==> config.mk <==
export PLATFORM = sky130hd
export DESIGN_NAME = control_unit
export DESIGN_NICKNAME = d
export VERILOG_FILES = /design/src/rtl/cpu_pkg.sv /design/src/rtl/dec3to8.sv /design/src/rtl/control_unit.sv
export SDC_FILE = /design/constraint.sdc
export NUM_CORES = 1
export LEC_CHECK = 0
export ABC_AREA = 1
export CAP_MARGIN = 20
export CORE_AREA = 2 2 52 54
export DETAILED_ROUTE_END_ITERATION = 6
export DIE_AREA = 0 0 54 56
export HOLD_SLACK_MARGIN = 0.12
export PLACE_DENSITY_LB_ADDON = 0.05
export SLEW_MARGIN = 20
export SYNTH_ARGS = -nofsm -noshare
export SYNTH_HDL_FRONTEND = slang
export SYNTH_SLANG_ARGS = --single-unit
==> constraint.sdc <==
create_clock -name CLK -period 2 [get_ports CLK]
set_input_delay 0.3 -clock CLK [delete_from_list [all_inputs] [get_ports CLK]]
set_output_delay 0.3 -clock CLK [all_outputs]
set_load 0.005 [all_outputs]
==> src/rtl/cpu_pkg.sv <==
// Shared types and constants for the 10-bit bus processor.
// Used by control_unit and by the ALU and output-logic wrappers.
package cpu_pkg;

  typedef enum logic [3:0] {
    OP_LOAD = 4'd0,
    OP_MOV  = 4'd1,
    OP_ADD  = 4'd2,
    OP_SUB  = 4'd3,
    OP_AND  = 4'd4,
    OP_OR   = 4'd5,
    OP_XOR  = 4'd6,
    OP_NOT  = 4'd7
  } opcode_t;

  typedef enum logic [2:0] {
    ALU_ADD = 3'd0,
    ALU_SUB = 3'd1,
    ALU_AND = 3'd2,
    ALU_OR  = 3'd3,
    ALU_XOR = 3'd4,
    ALU_NOT = 3'd5
  } alu_op_t;

  typedef enum logic [1:0] {
    T0 = 2'd0,
    T1 = 2'd1,
    T2 = 2'd2,
    T3 = 2'd3
  } tstep_t;

  localparam int OP_MSB = 9;
  localparam int OP_LSB = 6;
  localparam int RX_MSB = 5;
  localparam int RX_LSB = 3;
  localparam int RY_MSB = 2;
  localparam int RY_LSB = 0;

  function automatic logic is_alu(input logic [3:0] op);
    return (op >= OP_ADD) && (op <= OP_NOT);
  endfunction

endpackage

==> src/rtl/dec3to8.sv <==
// Register index to one-hot decoder with enable.
// Output is all-zero when disabled.
module dec3to8 #(
  parameter int N = 8
) (
  input  logic                 en,
  input  logic [$clog2(N)-1:0] idx,
  output logic [N-1:0]         onehot
);

  always_comb begin
    onehot = '0;
    if (en) onehot[idx] = 1'b1;
  end

endmodule

==> src/rtl/control_unit.sv <==
// Sequencing controller: latches an instruction on EXEC and walks T0..T3,
// decoding register, ALU and bus-driver controls from (TIME, IR).
//
// state | meaning
// T0    | idle, all controls 0, accepts EXEC
// T1    | LOAD/MOV transfer, ALU operand A load, or illegal-op NOP
// T2    | ALU op: Ry onto BUS, result into G
// T3    | ALU op: G onto BUS, written back to Rx
module control_unit
  import cpu_pkg::*;
#(
  parameter int NREG = 8
) (
  input  logic            CLK,
  input  logic            RST,
  input  logic            EXEC,
  input  logic [9:0]      INSTR,
  output logic [1:0]      TIME,
  output logic            DONE,
  output logic [9:0]      IR,
  output logic            EXT_OE,
  output logic [NREG-1:0] ROUT,
  output logic [NREG-1:0] RIN,
  output logic            A_LD,
  output logic            G_LD,
  output logic            G_OE,
  output logic [2:0]      ALU_OP
);

  localparam int RW = $clog2(NREG);

  tstep_t      state, state_nxt;
  logic [9:0]  ir_q, ir_nxt;
  logic        done_q, done_nxt;
  logic [3:0]  op;
  logic [3:0]  op_off;
  logic [RW-1:0] rx, ry;
  logic [RW-1:0] rout_idx, rin_idx;
  logic        rout_en, rin_en;
  logic        last;

  assign op     = ir_q[OP_MSB:OP_LSB];
  assign op_off = op - 4'd2;
  assign rx     = ir_q[RX_MSB:RX_LSB];
  assign ry     = ir_q[RY_MSB:RY_LSB];

  always_ff @(posedge CLK or posedge RST) begin
    if (RST) begin
      state  <= T0;
      ir_q   <= '0;
      done_q <= 1'b0;
    end else begin
      state  <= state_nxt;
      ir_q   <= ir_nxt;
      done_q <= done_nxt;
    end
  end

  always_comb begin
    state_nxt = state;
    ir_nxt    = ir_q;
    done_nxt  = done_q;
    EXT_OE    = 1'b0;
    A_LD      = 1'b0;
    G_LD      = 1'b0;
    G_OE      = 1'b0;
    ALU_OP    = 3'd0;
    rout_en   = 1'b0;
    rout_idx  = rx;
    rin_en    = 1'b0;
    rin_idx   = rx;
    last      = 1'b0;

    case (state)
      T0: begin
        if (EXEC) begin
          ir_nxt    = INSTR;
          done_nxt  = 1'b0;
          state_nxt = T1;
        end
      end
      T1: begin
        case (op)
          OP_LOAD: begin
            EXT_OE = 1'b1;
            rin_en = 1'b1;
            last   = 1'b1;
          end
          OP_MOV: begin
            rout_en  = 1'b1;
            rout_idx = ry;
            rin_en   = 1'b1;
            last     = 1'b1;
          end
          OP_ADD, OP_SUB, OP_AND, OP_OR, OP_XOR, OP_NOT: begin
            rout_en   = 1'b1;
            A_LD      = 1'b1;
            state_nxt = T2;
          end
          default: last = 1'b1;
        endcase
      end
      T2: begin
        if (is_alu(op)) begin
          rout_en   = 1'b1;
          rout_idx  = ry;
          G_LD      = 1'b1;
          ALU_OP    = alu_op_t'(op_off[2:0]);
          state_nxt = T3;
        end else begin
          last = 1'b1;
        end
      end
      T3: begin
        if (is_alu(op)) begin
          G_OE   = 1'b1;
          rin_en = 1'b1;
        end
        last = 1'b1;
      end
      default: last = 1'b1;
    endcase

    // Every path out of T1..T3 ends here; TIME never counts past T3.
    if (last) begin
      state_nxt = T0;
      done_nxt  = 1'b1;
    end
  end

  dec3to8 #(.N(NREG)) u_dec_rout (
    .en     (rout_en),
    .idx    (rout_idx),
    .onehot (ROUT)
  );

  dec3to8 #(.N(NREG)) u_dec_rin (
    .en     (rin_en),
    .idx    (rin_idx),
    .onehot (RIN)
  );

  assign TIME = state;
  assign DONE = done_q;
  assign IR   = ir_q;

endmodule

# Word-level counts from Yosys, hierarchy flattened
# Index checks and enable logic that the tools add are counted.
# totals
inputBits	13
romBits	0
ram_bits	0
latch_bits	0
wordCells	70
n_memories	0
reg_bits	13
out_inout_bits	36
# classes
n_eq_ne	13
mux	33
reduce_logical	14
multipliers	0
order_cmp	6
n_div	0
bitwise_logic	0
add_sub_neg	1
shifts	0
# ops
operator	count
$eq 4x3->1 const B	4
$mux 1	16
$mux 8	2
$mux 3	4
$ne 3x3->1 const B	3
$eq 4x2->1 const B	2
$lt 3x4->1 const B	2
$mux 2	4
$reduce_or 7->1	1
$demux 1 s3	2
$ge 3x1->1 const B	2
$pmux 2 s3	1
$pmux 3 s2	1
$reduce_or 6->1	1
$eq 2x2->1 const B	2
$eq 4x1->1 const B	1
$ge 4x2->1 const B	1
$le 4x3->1 const B	1
$logic_not 4->1	1
$pmux 1 s2	2
$reduce_and 2->1	2
$reduce_and 4->1	1
$reduce_bool 2->1	2
$reduce_bool 4->1	1
6 further kinds	8

# Logic depth before layout (Yosys ltp)
# logic_depth
word_depth	9
ltp_mapped	11

# Modules after synthesis
# From an unflattened synthesis, not the netlist that was laid out.
# unflattened
cells_unflattened	139
area_unflattened_um2	905.9
# by_module_without_submodules
mod	area_each_um2	seq_area_each_um2	cells_per_inst	n_inst
control_unit	778.2	325.3	105	1
dec3to8	63.8	0.0	17	2

# Worst setup path after synthesis
# No wires, ideal clock.
# synth_timing
kind	register to output
start	reg state[1] (netlist: TIME[1])
end	out ROUT[0]
t_required_ns	1.700
t_arrival_ns	1.437
setup_slack_ns	0.263
stages_incl_launch_ff	7
path_cell_list	dfrtp_1 inv_1 ha_1 a21boi_4 a21boi_2 nand3_2 nor2_1
# synth_via
elab_chain_len	7
elab_cells_between_ends	10
# synth_lines
element	line	source
from (decl)	control_unit.sv:32	tstep_t state, state_nxt;
from (signal assigned)	control_unit.sv:53	state <= state_nxt;
$eq 2x2->1 or $eq 2x1->1 (tied branches)	control_unit.sv:74	case (state)
$pmux 3 s2	control_unit.sv:74	
$lt 3x4->1 (implied by the code) or $ge 3x1->1 (tied branches)	dec3to8.sv:13	if (en) onehot[idx] = 1'b1;
$logic_and 1x1->1 (implied by the code)	dec3to8.sv:13	
$mux 1 (implied by the code)	dec3to8.sv:13	
$demux 1 s3	n/a	
$mux 8 (*)	dec3to8.sv:13	
to (decl)	control_unit.sv:22	output logic [NREG-1:0] ROUT,
# Mark *: on every way between the ends. The rest lies on a longest branch, timed or not.

# Final worst setup path
# layout_timing
start	reg state[0] (netlist: TIME[0])
end	out ROUT[5]
# Same word-level chain as after synthesis.

==> key figures <==
Die
  – Die area: approximately 3000 um2
  – Die Ht: 56 um
  – Initial Util: 36.9%
  – Die width: 54 um
  – Row count: 18
  – IO Pins: 49
  – Core area: between 2000 and 2500 um2

Outcome
  – Violated checks: setup timing
  – Status: finished with violations

Routing
  – Post-route ant nets: 0
  – 1st-pass router iterations: 4
  – Drt via density: 4.70
  – DRC viols: 0
  – Vias: 1,143
  – Routed len/inst: 12.8 um
  – DRT Wirelength: just over 3 mm
  – Initial DRC Count: 14

Timing
  – FMAX: 451 MHz
  – Tcrit/Tclk final: 111%
  – Final WS setup: -0.215 ns
  – Post-route minimum period: 2.22 ns
  – Unrepaired setup endpoints after global routing: true
  – WHS: between 0.3 and 0.4 ns
  – Slew Limit Fails: 0
  – Final setup fails: 8
  – Slew headroom: 67.2%
  – Worst Tran Pin Value: 0.492 ns
  – Final TNS setup: -1.46 ns
  – Clock skew: 0.00652 ns
  – Final hold violation count: 0

Pwr
  – P_sw: 1.38 mW
  – Leak Pwr: roughly 0.95 nW
  – Worst vdd ir: ~0.0011 V
  – Gate power share: roughly 76%
  – Switching Share: 46.3%
  – Share of total power in sequential cells: about 19%
  – Internal power: ~1.6 mW
  – Clock power share: 5.1%
  – PD cells: 1660 nW/um2

Logic synthesis
  – XOR/XNOR Fraction of Synth Area: 0%
  – Synth warnings: 0
  – Adder-cell area share of the yosys netlist: 5.58%
  – Mean Syn Cell Area: 6.69 um2
  – Synthesized flop and latch total: 13
  – Synth top area share: 36.3%
  – Largest family of logic cells by synthesized area: simple AND/OR/NAND/NOR gates
  – Leading area contributor after synthesis: dfrtp_1
  – Main synth FF type: dfrtp_1
  – Sequential cell area fraction in the yosys report: 36.3%
  – Most frequent cell after synthesis: nand2_1
  – Distinct cells, synth: 19
  – Fraction of synthesized area in multiplexers: 0%
  – Post-synth EDFFs: 0
  – Compound-cell area share of the yosys netlist: 9.48%
  – Post-Synth Simple-Gate Area: just over 40%
  – Net Count, Synth: 151
  – Area contributors post-synth: dfrtp_1 36%, nand2_1 19%, nor2_1 7.9%
  – Gate count after technology mapping: 134
  – Synthesized cell area: 897 um2
  – Ys async rst share: 100%
  – Commonest cells post-synth: 46 x nand2_1, 19 x nor2_1, 18 x inv_1

Worst setup path
  – Crit-path slowest cell: dfrtp_1
  – Max FO, Critical Path: 4
  – Setup crit end kind: output port
  – Most used cell, CP: a21boi_4
  – Critical path startpoint category: register
  – RR Startpoint: TIME[0]
  – Largest stage delay on the critical path: 0.40 ns
  – Setup CP Type: register to output port
  – Crit path from: TIME[0]
  – CP Data Required Time: 1.70 ns
  – Cell Chain, Critical Path: inv_2 > ha_4 > a21boi_4 > a21boi_4 > buf_4 > buf_6 > nand2_4 > nor2_2 > buf_2
  – Data arrival, critical path: 1.92 ns

Layout
  – Fraction of layout cells with a size suffix above 1: 45.5%
  – Antenna Cells: 0
  – Finished Core Util: 73.6%
  – Total Nets Final: 231
  – Area Overhead vs Synth: 99.4%

GRT
  – Largest net degree at the start of global routing: 17
  – Vias in the first global route: 1,012
  – Remaining global-route overflow: 0
  – Overall Global Routing Usage: 19.3%
  – First-pass GRT wire length: between 4 and 5 mm
  – Initial antenna violation count: 0

CTS
  – CTS tree: done
  – CTS H-tree lvls: 1
  – Clock root buffer: clkbuf_4
  – Clk Latency, worst-skew pair: 0.27 ns
  – Total CTS buffers: 3
  – Clk slew on worst S/H paths: 0.08 ns
  – CTS sink cnt: 13
  – Clock Path Buffers: 2

Run
  – Max_cap viols: 0

Placed design
  – HPWL Detailed: 2.12 mm
  – Number of buffers added on ports: 48
  – Pre-CTS WS: -0.248 ns
  – Global placer's final weighted congestion: 0.762

Min path
  – Min-delay worst type: input pin to async pin
==> path summary, 6_finish.rpt <==
check,slack [ns],cells past startpoint,endpoint
worst max-delay path,-0.22,9,ROUT[5]
worst min-delay path,0.35,2,DONE
worst max register to register,0.26,9,TIME[1]
worst min register to register,0.53,2,DONE
max in group asynchronous,1.29,2,IR[9]
min in group CLK,0.53,2,DONE
==> layer usage <==
| metal | global-route usage (%) | routed length, um | part of all wire [%] |
|---|---|---|---|
| met1 | 27.7 | 1280 | 41 |
| met2 | 30.3 | 1590 | 51 |
| met3 | 1.08 | 184 | 5.9 |
| met4 | 6.43 | 62 | 2.0 |
| met5 | 0 | 0 | 0 |
==> layout by cell type, fill, tap and decap left out, types with 2 or more instances in the layout <==
master / netlist / final
a21boi_4: 1 / 2
buf_2: 0 / 12
buf_4: 0 / 22
buf_6: 0 / 6
clkbuf_2: 0 / 6
clkbuf_4: 0 / 3
clkdlybuf4s50_1: 0 / 25
dfrtp_1: 13 / 10
dfrtp_2: 0 / 3
dlymetal6s2s_1: 0 / 5
ha_4: 0 / 3
inv_1: 18 / 9
inv_2: 0 / 8
nand2_1: 46 / 37
nand2_2: 3 / 7
nand2_4: 0 / 5
nand3_1: 6 / 3
nand3_2: 2 / 2
nand3_4: 0 / 3
nor2_1: 19 / 14
nor2_2: 1 / 3
nor2_4: 1 / 4
nor3_2: 0 / 4
o21ai_0: 8 / 8
==> area by class of cell <==
type                       instances  area (um2)
tap                               30        37.5
multi-input combinational        101         687
clock buffer                       4        26.3
timing repair buffer              76         636
inverter                          19        73.8
fill                             195         643
sequential                        13         329
==> state kept, by name, summed over array words and instances, names as in the netlist <==
name / flops
IR: 10
TIME: 2
DONE: 1
==> cell families (layout without fill, tap and decap cells) <==
family,Yosys count,count (layout)
adder cells (fa/ha/maj),4,4
buffers and inverters,20,99
AO/OA/AOI/OAI,13,13
flip-flops,13,13
AND/OR/NAND/NOR,84,84
==> timing repair <==
item                                    4_1_cts  5_1_grt
resized for setup                            78       53
hold buffers                                  0        0
pin swaps                                     9       16
endpoints found under the setup margin       22       22
buffers inserted                              5        6
==> through the flow <==
step | power [mW] | instances | instance area (um2)
6_report | 2.97 | 243 | 1790
3_5_place_dp | 2.13 | 228 | 1540
2_1_floorplan | 1.30 | 134 | 897
5_1_grt | 3.20 | 243 | 1790
3_3_place_gp | 2.11 | 228 | 1540
4_1_cts | 2.57 | 237 | 1650
==> power groups by stage <==
| stage | clock network (mW) | logic [mW] | registers, mW |
|---|---|---|---|
| 2_1_floorplan | 0 | 0.754 | 0.547 |
| 3_3_place_gp | 0 | 1.57 | 0.537 |
| 3_5_place_dp | 0 | 1.59 | 0.537 |
| 4_1_cts | 0.161 | 1.86 | 0.547 |
| 5_1_grt | 0.170 | 2.43 | 0.603 |
| 6_report | 0.153 | 2.24 | 0.575 |
==> critical path, delay by kind of cell, from the launching register on <==
kind,cells,cell delay (ns)
AOI/OAI and AO/OA,2,0.40
adders and majority gates,1,0.26
buffers and inverters,4,0.41
DFF,1,0.40
and+or+nand+nor,2,0.18
No activity file was read; power rests on OpenSTA's default activity.
